## src/rtl/motor_pwm_ramp.sv

```systemverilog
// motor_pwm_ramp: H-bridge output stage. Turns speed/direction/brake commands
// into the two bridge drive lines, limiting the duty slew rate and inserting a
// dead interval (both lines low) on every direction reversal and brake exit.
module motor_pwm_ramp #(
    parameter int PWM_BITS     = 8,
    parameter int PRESCALE     = 2,
    parameter int RAMP_PERIODS = 4,
    parameter int DEAD_PERIODS = 2
) (
    input  logic                clk,
    input  logic                rst,
    input  logic                cmd_valid,
    output logic                cmd_ready,
    input  logic [PWM_BITS-1:0] cmd_duty,
    input  logic                cmd_dir,
    input  logic                cmd_brake,
    output logic [1:0]          motor,
    output logic [PWM_BITS-1:0] cur_duty,
    output logic                cur_dir,
    output logic                at_target
);

    localparam int PSC_W  = (PRESCALE > 1) ? $clog2(PRESCALE) : 1;
    localparam int RAMP_W = (RAMP_PERIODS > 1) ? $clog2(RAMP_PERIODS) : 1;
    localparam int DEAD_W = (DEAD_PERIODS > 1) ? $clog2(DEAD_PERIODS) : 1;

    localparam logic [PSC_W-1:0]    PSC_LAST  = PSC_W'(PRESCALE - 1);
    localparam logic [RAMP_W-1:0]   RAMP_LAST = RAMP_W'(RAMP_PERIODS - 1);
    localparam logic [DEAD_W-1:0]   DEAD_LAST = DEAD_W'(DEAD_PERIODS - 1);
    localparam logic [PWM_BITS-1:0] PCNT_LAST = '1;

    localparam logic [1:0] ST_RUN   = 2'd0;
    localparam logic [1:0] ST_DEAD  = 2'd1;
    localparam logic [1:0] ST_BRAKE = 2'd2;

    logic [PSC_W-1:0]    psc_q, psc_d;
    logic [PWM_BITS-1:0] pcnt_q, pcnt_d;
    logic                pwm_on_q, pwm_on_d;
    logic [1:0]          state_q, state_d;
    logic [PWM_BITS-1:0] cur_duty_q, cur_duty_d;
    logic                cur_dir_q, cur_dir_d;
    logic [PWM_BITS-1:0] tgt_duty_q, tgt_duty_d;
    logic                tgt_dir_q, tgt_dir_d;
    logic                tgt_brake_q, tgt_brake_d;
    logic [RAMP_W-1:0]   ramp_cnt_q, ramp_cnt_d;
    logic [DEAD_W-1:0]   dead_cnt_q, dead_cnt_d;

    logic                tick;
    logic                boundary;
    logic                accept;
    logic [PWM_BITS-1:0] ramp_goal;

    // Handshake: commands are refused only during the dead interval and reset.
    assign cmd_ready = !rst && (state_q != ST_DEAD);
    assign accept    = cmd_valid && cmd_ready;

    // Period timing: prescaler, tick counter and the period boundary strobe.
    assign tick      = (psc_q == PSC_LAST);
    assign boundary  = tick && (pcnt_q == PCNT_LAST);
    // A pending reversal ramps the duty down to zero before the dead interval.
    assign ramp_goal = (tgt_dir_q == cur_dir_q) ? tgt_duty_q : '0;

    // Next-state logic for counters, targets, applied duty/direction and state.
    always_comb begin
        // NOTE: every variable gets a default here so no path can infer a latch.
        psc_d       = tick ? '0 : psc_q + 1'b1;
        pcnt_d      = tick ? pcnt_q + 1'b1 : pcnt_q;
        pwm_on_d    = (pcnt_q < cur_duty_q);
        state_d     = state_q;
        cur_duty_d  = cur_duty_q;
        cur_dir_d   = cur_dir_q;
        tgt_duty_d  = tgt_duty_q;
        tgt_dir_d   = tgt_dir_q;
        tgt_brake_d = tgt_brake_q;
        ramp_cnt_d  = ramp_cnt_q;
        dead_cnt_d  = dead_cnt_q;

        if (accept) begin
            tgt_brake_d = cmd_brake;
            if (!cmd_brake) begin
                tgt_duty_d = cmd_duty;
                tgt_dir_d  = cmd_dir;
            end
        end

        case (state_q)
            ST_RUN: begin
                if (cur_duty_q == ramp_goal) begin
                    ramp_cnt_d = '0;
                end
                if (boundary) begin
                    if (tgt_brake_q) begin
                        state_d    = ST_BRAKE;
                        cur_duty_d = '0;
                        ramp_cnt_d = '0;
                    end else if ((tgt_dir_q != cur_dir_q) && (cur_duty_q == '0)) begin
                        state_d    = ST_DEAD;
                        dead_cnt_d = '0;
                        ramp_cnt_d = '0;
                    end else if (cur_duty_q != ramp_goal) begin
                        if (ramp_cnt_q == RAMP_LAST) begin
                            ramp_cnt_d = '0;
                            cur_duty_d = (cur_duty_q < ramp_goal) ? cur_duty_q + 1'b1
                                                                  : cur_duty_q - 1'b1;
                        end else begin
                            ramp_cnt_d = ramp_cnt_q + 1'b1;
                        end
                    end
                end
            end
            ST_DEAD: begin
                if (boundary) begin
                    if (dead_cnt_q == DEAD_LAST) begin
                        state_d    = ST_RUN;
                        cur_dir_d  = tgt_dir_q;
                        dead_cnt_d = '0;
                    end else begin
                        dead_cnt_d = dead_cnt_q + 1'b1;
                    end
                end
            end
            ST_BRAKE: begin
                if (boundary && !tgt_brake_q) begin
                    state_d    = ST_DEAD;
                    dead_cnt_d = '0;
                end
            end
            default: state_d = ST_RUN;
        endcase
    end

    // State registers with synchronous reset.
    always_ff @(posedge clk) begin
        // NOTE: non-blocking assignments so every flop samples pre-edge values.
        if (rst) begin
            psc_q       <= '0;
            pcnt_q      <= '0;
            pwm_on_q    <= 1'b0;
            state_q     <= ST_RUN;
            cur_duty_q  <= '0;
            cur_dir_q   <= 1'b0;
            tgt_duty_q  <= '0;
            tgt_dir_q   <= 1'b0;
            tgt_brake_q <= 1'b0;
            ramp_cnt_q  <= '0;
            dead_cnt_q  <= '0;
        end else begin
            psc_q       <= psc_d;
            pcnt_q      <= pcnt_d;
            pwm_on_q    <= pwm_on_d;
            state_q     <= state_d;
            cur_duty_q  <= cur_duty_d;
            cur_dir_q   <= cur_dir_d;
            tgt_duty_q  <= tgt_duty_d;
            tgt_dir_q   <= tgt_dir_d;
            tgt_brake_q <= tgt_brake_d;
            ramp_cnt_q  <= ramp_cnt_d;
            dead_cnt_q  <= dead_cnt_d;
        end
    end

    // Bridge drive decode: only BRAKE ever drives both lines high.
    always_comb begin
        case (state_q)
            ST_RUN:   motor = cur_dir_q ? {pwm_on_q, 1'b0} : {1'b0, pwm_on_q};
            ST_BRAKE: motor = 2'b11;
            default:  motor = 2'b00;
        endcase
    end

    assign cur_duty  = cur_duty_q;
    assign cur_dir   = cur_dir_q;
    assign at_target = (state_q == ST_RUN) && !tgt_brake_q &&
                       (cur_duty_q == tgt_duty_q) && (cur_dir_q == tgt_dir_q);

endmodule

```

## config.mk

```make
export PLATFORM = sky130hd
export DESIGN_NAME = motor_pwm_ramp
export DESIGN_NICKNAME = d
export VERILOG_FILES = /design/src/rtl/motor_pwm_ramp.sv
export SDC_FILE = /design/constraint.sdc
export NUM_CORES = 1
export LEC_CHECK = 0
export CAP_MARGIN = 20
export CELL_PAD_IN_SITES_DETAIL_PLACEMENT = 1
export CELL_PAD_IN_SITES_GLOBAL_PLACEMENT = 2
export CORE_AREA = 2 2 81 83
export DETAILED_ROUTE_END_ITERATION = 12
export DIE_AREA = 0 0 83 85
export PLACE_DENSITY = 0.94
export SLEW_MARGIN = 10
export SYNTH_ARGS = -nofsm -noshare
export SYNTH_HDL_FRONTEND = slang
export SYNTH_SLANG_ARGS = --single-unit
export TNS_END_PERCENT = 5
```

## constraint.sdc

```tcl
create_clock -name clk -period 5.9 [get_ports clk]
set_input_delay 1.475 -clock clk [delete_from_list [all_inputs] [get_ports clk]]
set_output_delay 1.475 -clock clk [all_outputs]
set_load 0.005 [all_outputs]
```

# Word-level counts from Yosys, hierarchy flattened
# Index checks and enable logic that the tools add are counted.
[word_totals]
out_inout_bits = 13
mem_bits_rw = 0
mem_bits_ro = 0
memories = 0
elab_cells = 88
input_bits = 13
latchBits = 0
register_bits = 34
[classes]
multipliers = 0
n_lt_le_gt_ge = 2
n_addsub = 6
bitwise_logic = 1
n_shift = 0
div = 0
n_mux = 28
eq_ne = 19
n_reduce_logical = 21
[op_table]
columns = ["cell", "n"]
rows = [
  ["8-bit two-way mux", 6],
  ["2-bit two-way mux", 13],
  ["8-bit by 1-bit adder with 8-bit output, second input constant", 2],
  ["8-bit equality test", 2],
  ["8-bit less-than comparator", 2],
  ["2-bit != test, second input constant", 7],
  ["5-bit AND reduction", 2],
  ["8-bit equality test, second input constant", 1],
  ["1-bit logical AND", 8],
  ["8-bit zero test", 1],
  ["8-bit != test", 1],
  ["8-bit by 1-bit subtractor with 8-bit output, second input constant", 1],
  ["1-bit two-way mux", 6],
  ["2-bit one-hot mux with 3 select lines", 1],
  ["6-bit AND reduction", 1],
  ["2-bit equality test, second input constant", 2],
  ["2-bit one-hot mux with 2 select lines", 1],
  ["2-bit nonzero test", 2],
  ["3-bit != test, second input constant", 1],
  ["1-bit one-hot mux with 3 select lines", 1],
  ["3-bit AND reduction", 1],
  ["3-bit nonzero test", 1],
  ["1-bit adder, second input constant", 2],
  ["2-bit by 1-bit adder with 2-bit output, second input constant", 1],
  ["9 further kinds", 11],
]

# Logic depth before layout (Yosys ltp)
# Gate-level depths: netlist (run 1).
[depth]
ltp_word = 8
depth_mapped = 15
mapped_depth_nobuf = 15

# Worst setup path before layout (run 1)
# No wires, ideal clock.
[synth_path]
path_type = "input to output"
start = "in rst"
end = "out cmd_ready"
required_ns = 4.425
arrival_time_ns = 1.929
path_stages = 3
path_slack_ns = 2.496
cell_sequence = "buf_6 -> clkbuf_1 -> nor2_1"
[synth_via]
elab_chain_cells = 2
[synth_rtl]
columns = ["element", "line_no", "text"]
rows = [
  ["start, declared", "11", "input logic rst,"],
  ["1-bit zero test", "54", "assign cmd_ready = !rst && (state_q != ST_DEAD);"],
  ["1-bit logical AND", "54", ""],
  ["end, declared", "13", "output logic cmd_ready,"],
]
# No other way between the ends.

# Worst setup path after layout (run 1)
# Same ends and word-level chain as after synthesis.

==> impl_metrics.ini, run 1 <==
[worst_setup_path]
crit_buf_inv = 2
crit_top_cell = clkdlybuf4s50_1
crit_path_max_incr_delay_ps = 500
rr_worst_depth = 14
crit_type = input port to output port
path_max_fanout = 2
endpoint_kind = output port
worstSetupStartpointType = input port
arrival_ps = 2560
worstPathCellList = clkdlybuf4s50_1 > nor2_1 > clkdlybuf4s50_1
critPathSlowestCell = clkdlybuf4s50_1
crit_family = buffers and inverters
cp.required_ps = 4430
path_depth = 3

[outcome]
outcome = finished, final reports clean

[timing]
final.period_utilization_pct = 68.4
fin_worst_skew_ps = 2.47
rsz0062_at_grt = no
slew_viol_final = 0
tightest_slew_ps = 1030
finalSetupViolCount = 0
hold_viol = 0
post-route-min-period_ps = 4030
relSlewSlack_pct = 31.0
fin_tns_setup_ps = 0
fmax_ghz = 0.248

[die]
die_area_mm2 = 0.00706
coreArea_mm2 = 0.00620
die_w_um = 83
rows = 29
initial_core_util_pct = 36.2
fp.dieH_um = 85
io_pins = 26

[power_and_ir_drop]
pwr-share-seq_pct = 48.9
clkPwrFrac_pct = 36.2
switching_power_mw = 0.127
netSwitchingFraction_pct = 25.9
power.leakage_nw = 1.00
total_power_mw = 0.492
combPwrFrac_pct = 14.9
powerDensity_mw_per_mm2 = 186
ir_drop_mv = 0.134
p_int_mw = 0.365

[global_routing]
grt_max_degree = 38
met3_usage_pct = 3.99
grt_use_total_pct = 16.9
top_usage_layer = met2
grt_pass1_vias = 2009
gr-usage-met1_pct = 22.5
gr-total-overflow = 0
antenna_found_initial = 0
grt_use_met2_pct = 28.4
grt_pass1_wl_um = 9770

[cts]
clk_pin_slew_ps = 70
cts.htree.levels = 2
post_cts_buffers = 0
cts_hold_repair.buffers = 0
cts_buffers = 5
cts_sinks = 34
root_buffer = clkbuf_8
cts_tree = yes
clock_latency_ps = 280
clockBufferDepth = 2
ctsResizeCount = 0

[yosys]
synth-seq-cells = 34
synth_flop_cell = dfxtp_1
synth_edf_count = 0
syn_inst = 260
synth-seq-area-share_pct = 30.3
syn_area_mm2 = 0.00225
synth.distinct_cells = 49
synth_area_per_cell_um2 = 8.64
yosys_warnings = 0
syn_nets = 297
async_flop_share_pct = 0

[placed_design]
post-dp-hpwl_um = 4180
routabilityCongestion = 0.719
dp_cells = 355
portBuffers = 25

[cells_and_area]
nets = 322
drive_gt1_share_pct = 5.94
syn2layout_area_growth_pct = 17.8
stdcell_count = 363
n_antenna_cell = 0

[min_path]
hold_depth = 2
hold_class = register to register

[drt]
ant_nets = 0
wl_um = 5590
vias_per_cell = 5.30
wl_per_cell_um = 15.4
vias = 1924
dr.pass1.iters = 4
drc_errors = 0
drt_iter0_drc = 47

[run]
maxCapViolCount = 0
[layout by cell type (no fill, tap or decap), types with 2 or more instances in the layout]
cell	synthesis	layout
and3_1	2	2
a21o_1	3	3
nand4_4	2	2
o21ai_0	3	3
o211ai_1	3	3
nor2b_1	3	3
ha_1	23	23
clkbuf_8	0	6
mux2i_1	13	13
nand3_1	8	8
nand4_1	7	7
or3_1	2	2
xor2_1	7	7
a21oi_1	14	14
nor2_1	39	39
and2_1	2	2
dfxtp_1	34	34
clkdlybuf4s50_1	0	25
nor3_1	6	5
inv_1	12	12
o21a_1	2	2
nand2b_1	5	5
nand2_1	20	20
xnor2_1	11	11
o21ai_1	2	2
nor3_4	2	2
nand3b_1	2	2
nor4_1	4	4
a22oi_1	4	4
[registers in the layout, indices dropped and copies added (netlist names)]
signal and flops:
dead_cnt_q 1, tgt_duty_q 8, tgt_dir_q 1, cur_duty 8, pwm_on_q 1, cur_dir 1, psc_q 1, state_q 2
pcnt_q 8, ramp_cnt_q 2, tgt_brake_q 1
[cells in the mapped netlist (all sizes together) (2+ instances only)]
master	n	share of area [%]
dfxtp	34	30
o311ai	2	1.1
inv	12	2.0
a22oi	4	1.3
nor4	4	1.1
nand3b	3	1.2
mux2i	13	5.8
nor2	39	6.5
xnor2	12	5.0
or3	2	0.56
xor2	7	2.7
a21o	3	1.0
nand3	8	1.8
nor3	8	2.8
nand2	20	3.3
ha	23	13
a21oi	14	3.1
nor2b	3	0.84
o21a	2	0.67
o211ai	4	1.6
nand4	9	3.8
buf	4	1.6
clkbuf	4	0.72
nand2b	5	1.4
and2	2	0.56
and3	2	0.56
a21boi	2	0.67
o21ai	5	1.1
[stage by stage]
stage	utilization (%)	instance area, um2	setup WS (ps)	hold WS (ps)
final	42.6	2650	1870	464
after global routing	42.6	2650	1680	498
after detailed placement	41.2	2550	1850	460
after global placement	41.2	2550	1840	448
after CTS	42.6	2650	1850	470
after floorplan	-	2250	2500	432
[area by class of cell]
type | instances | area [um2]
clock inverters | 1 | 5.00
fillers | 739 | 3560
inverters | 12 | 45.0
multi-input cells | 206 | 1480
well taps | 77 | 96.3
clock buffers | 7 | 86.3
flip-flops and latches | 34 | 681
repair buffers | 26 | 258
[metal layers]
metal | up-vias | routed length, um | part of all wire (%)
met5 | - | 0 | 0
met4 | 0 | 31 | 0.55
met3 | 5 | 157 | 2.8
met2 | 29 | 2690 | 48
met1 | 923 | 2720 | 49
li1 | 967 | - | -
[kinds of logic (layout without fill, tap and decap cells)]
kind of cell | after synthesis | count (layout) | share of synthesized area [%]
and+or+nand+nor | 108 | 108 | 25.5
AOI/OAI and AO/OA | 42 | 42 | 12.7
DFF | 34 | 34 | 30.3
adders and majority gates | 24 | 24 | 13.7
buffers and inverters | 20 | 46 | 4.29
xor gates and xnor gates | 19 | 19 | 7.74
muxes | 13 | 13 | 5.79
[power by group through the flow]
stage / registers [mW] / logic, mW / clock network, mW
5_1_grt: 0.241 / 0.0829 / 0.195
3_5_place_dp: 0.246 / 0.0726 / 0
6_report: 0.241 / 0.0733 / 0.178
4_1_cts: 0.241 / 0.0736 / 0.184
3_3_place_gp: 0.245 / 0.0702 / 0
2_1_floorplan: 0.243 / 0.0507 / 0
[worst register-to-register path: stages (launching register included)]
cell      delay, ps
dfxtp_1         350
xnor2_2         450
nand2_1         120
ha_1            310
nor2b_1         150
o211ai_1        160
a21oi_1         120
or3_1           510
ha_1            340
a21oi_1         190
o211ai_1        150
o41ai_1         410
nor4_1          120
or2_0           240
o311ai_1        240
[final timing paths]
path / slack (ps) / endpoint / from
hold / removal: 460 / ramp_cnt_q[1] / ramp_cnt_q[1]
setup / recovery: 1870 / cmd_ready / rst
hold reg to reg: 460 / ramp_cnt_q[1] / ramp_cnt_q[1]
setup reg to reg: 1970 / cur_duty[7] / tgt_dir_q
No activity file was read; power rests on OpenSTA's default activity.
==> run 2, diff against run 1 <==
--- a/config.mk
+++ b/config.mk
@@ -8,10 +8,10 @@
 export CAP_MARGIN = 20
 export CELL_PAD_IN_SITES_DETAIL_PLACEMENT = 1
 export CELL_PAD_IN_SITES_GLOBAL_PLACEMENT = 2
-export CORE_AREA = 2 2 81 83
+export CORE_AREA = 2 2 89 91
 export DETAILED_ROUTE_END_ITERATION = 12
-export DIE_AREA = 0 0 83 85
-export PLACE_DENSITY = 0.94
+export DIE_AREA = 0 0 91 93
+export PLACE_DENSITY = 0.84
 export SLEW_MARGIN = 10
 export SYNTH_ARGS = -nofsm -noshare
 export SYNTH_HDL_FRONTEND = slang
==> constraint.sdc (replaced) <==
create_clock -name clk -period 3.5 [get_ports clk]
set_input_delay 0.875 -clock clk [delete_from_list [all_inputs] [get_ports clk]]
set_output_delay 0.875 -clock clk [all_outputs]
set_load 0.005 [all_outputs]
==> run 2 against run 1 <==
Compared with the run above:
- sequential share of layout area decreased by 2.5 points
- non-clock buffer count increased by 15
- highest routed layer unchanged
- via count increased by 5.2%
- first-iteration DRC count increased by 26%
==> impl_metrics.ini, run 2 (synthesis gave the netlist of run 1 again) <==
[outcome]
outcome = finished, final reports clean

[run]
maxCapViolCount = 0

[cells_and_area]
final_area_mm2 = 0.00295
n_antenna_cell = 0
drive_gt1_share_pct = 16.0
nFillCells = 916
nets = 337
final_common_cell = nor2_1
syn2layout_area_growth_pct = 31.2
final_util_pct = 39.2
most-common-layout-cells = nor2_1 (39), dfxtp_1 (32), clkdlybuf4s50_1 (25)

[cts]
clockBufferDepth = 2
clk_pin_slew_ps = 80
cts_sinks = 34
cts_hold_repair.buffers = 0
cts.htree.levels = 2
cts_buffers = 5
root_buffer = clkbuf_8
clock_latency_ps = 290
cts_tree = yes

[global_routing]
gr-total-overflow = 0
grt_pass1_wl_um = 10100
antenna_found_initial = 0
grt_max_degree = 38
grt_use_total_pct = 14.9
grt_pass1_vias = 2012

[timing]
fmax_ghz = 0.295
tightest_slew_ps = 450
relSlewSlack_pct = 69.9
slew_viol_final = 0
post-route-min-period_ps = 3390
fin_worst_skew_ps = 12.7
fin_tns_setup_ps = 0
rsz0062_at_grt = yes
final.period_utilization_pct = 96.9
hold_viol = 0
whs_ps = 474
finalSetupViolCount = 0

[drt]
vias = 2024
wl_per_cell_um = 15.9
dr.pass1.iters = 4
drc_errors = 0
drt_iter0_drc = 59
ant_nets = 0
vias_per_cell = 5.03
wl_um = 6390

[die]
fp.dieH_um = 93
io_pins = 26
initial_core_util_pct = 29.9
die_w_um = 91
coreArea_mm2 = 0.00753
rows = 32
die_area_mm2 = 0.00846

[min_path]
hold_class = register to register

[placed_design]
post-dp-hpwl_um = 4570
place_area_mm2 = 0.00269
routabilityCongestion = 0.814
portBuffers = 25

[power_and_ir_drop]
power.leakage_nw = 1.11
ir_drop_mv = 0.158
powerDensity_mw_per_mm2 = 321

[worst_setup_path]
crit_path_max_incr_delay_ps = 470
cp.required_ps = 3690
worstPathCellList = xnor2_4 > nand2_2 > ha_4 > nor2b_1 > o211ai_1 > a21oi_2 > or3_4 > ha_4 > a21oi_4 > o211ai_1 > o41ai_2 > nor4_1 > or2_0 > o311ai_1
crit_type = register to register
path_max_fanout = 6
worstSetupStartpointType = register
critPathSlowestCell = or3_4
arrival_ps = 3590
endpoint_kind = register
[run 2: cell types whose count changed in the layout (fill, tap and decap cells not counted), moves of 2 or more]
cell and delta:
a21oi_1 -2, buf_4 +14, dfxtp_1 -2, ha_1 -6
ha_4 +6, nand3_1 -2, nand3_2 +2
[run 2: critical path: cells and delay by family, from the launching register on]
| family | cells | cell delay (ps) |
|---|---|---|
| DFF | 1 | 370 |
| xor gates and xnor gates | 1 | 210 |
| AOI/OAI and AO/OA | 6 | 1210 |
| and+or+nand+nor | 5 | 1030 |
| adders and majority gates | 2 | 470 |
[run 2: worst paths after layout]
| path | slack, ps | from | cells past startpoint | to |
|---|---|---|---|---|
| max reg2reg | 110 | cur_dir | 14 | cur_duty[7] |
| max | 110 | cur_dir | 14 | cur_duty[7] |
| min | 470 | ramp_cnt_q[1] | 2 | ramp_cnt_q[1] |
| min reg2reg | 470 | ramp_cnt_q[1] | 2 | ramp_cnt_q[1] |
[run 2: area by class of cell]
cell class              instances  area (um2)  share of cell area, %
repair buffers                 41         374                   12.7
multi-input cells             206        1600                   54.4
well taps                     102         128                   4.33
clock inverters                 1        30.0                   1.02
flip-flops and latches         34         686                   23.2
inverters                      12        45.0                   1.53
clock buffers                   6        82.6                   2.80
[run 2: per-stage QoR]
step	instances	setup WS [ps]	total power [mW]
finish	402	108	0.948
global route	402	-39.7	0.987
CTS	401	35.8	0.942
detailed placement	394	-112	0.546
global placement	394	72.9	0.543
floorplan	260	142	0.495
[run 2: timing repair]
item                                    in CTS  in global routing
gates resized for setup                      2                 19
buffers inserted                             0                  1
endpoints found under the setup margin       1                  3
pin swaps                                    0                 12
[run 2: power by group]
group          switching, mW  leakage [nW]  internal, mW
logic                 0.0739         0.772        0.0841
registers             0.0114         0.277         0.394
clock network          0.157        0.0573         0.228
total                  0.242          1.11         0.706
[run 2: layer usage]
layer / track usage [%] / routed length, um / vias to the layer above
met1: 19.6 / 3080 / 987
met4: 4.80 / 130 / 0
met5: 0 / 0 / -
met3: 2.66 / 139 / 12
met2: 24.8 / 3040 / 30
li1: - / - / 995
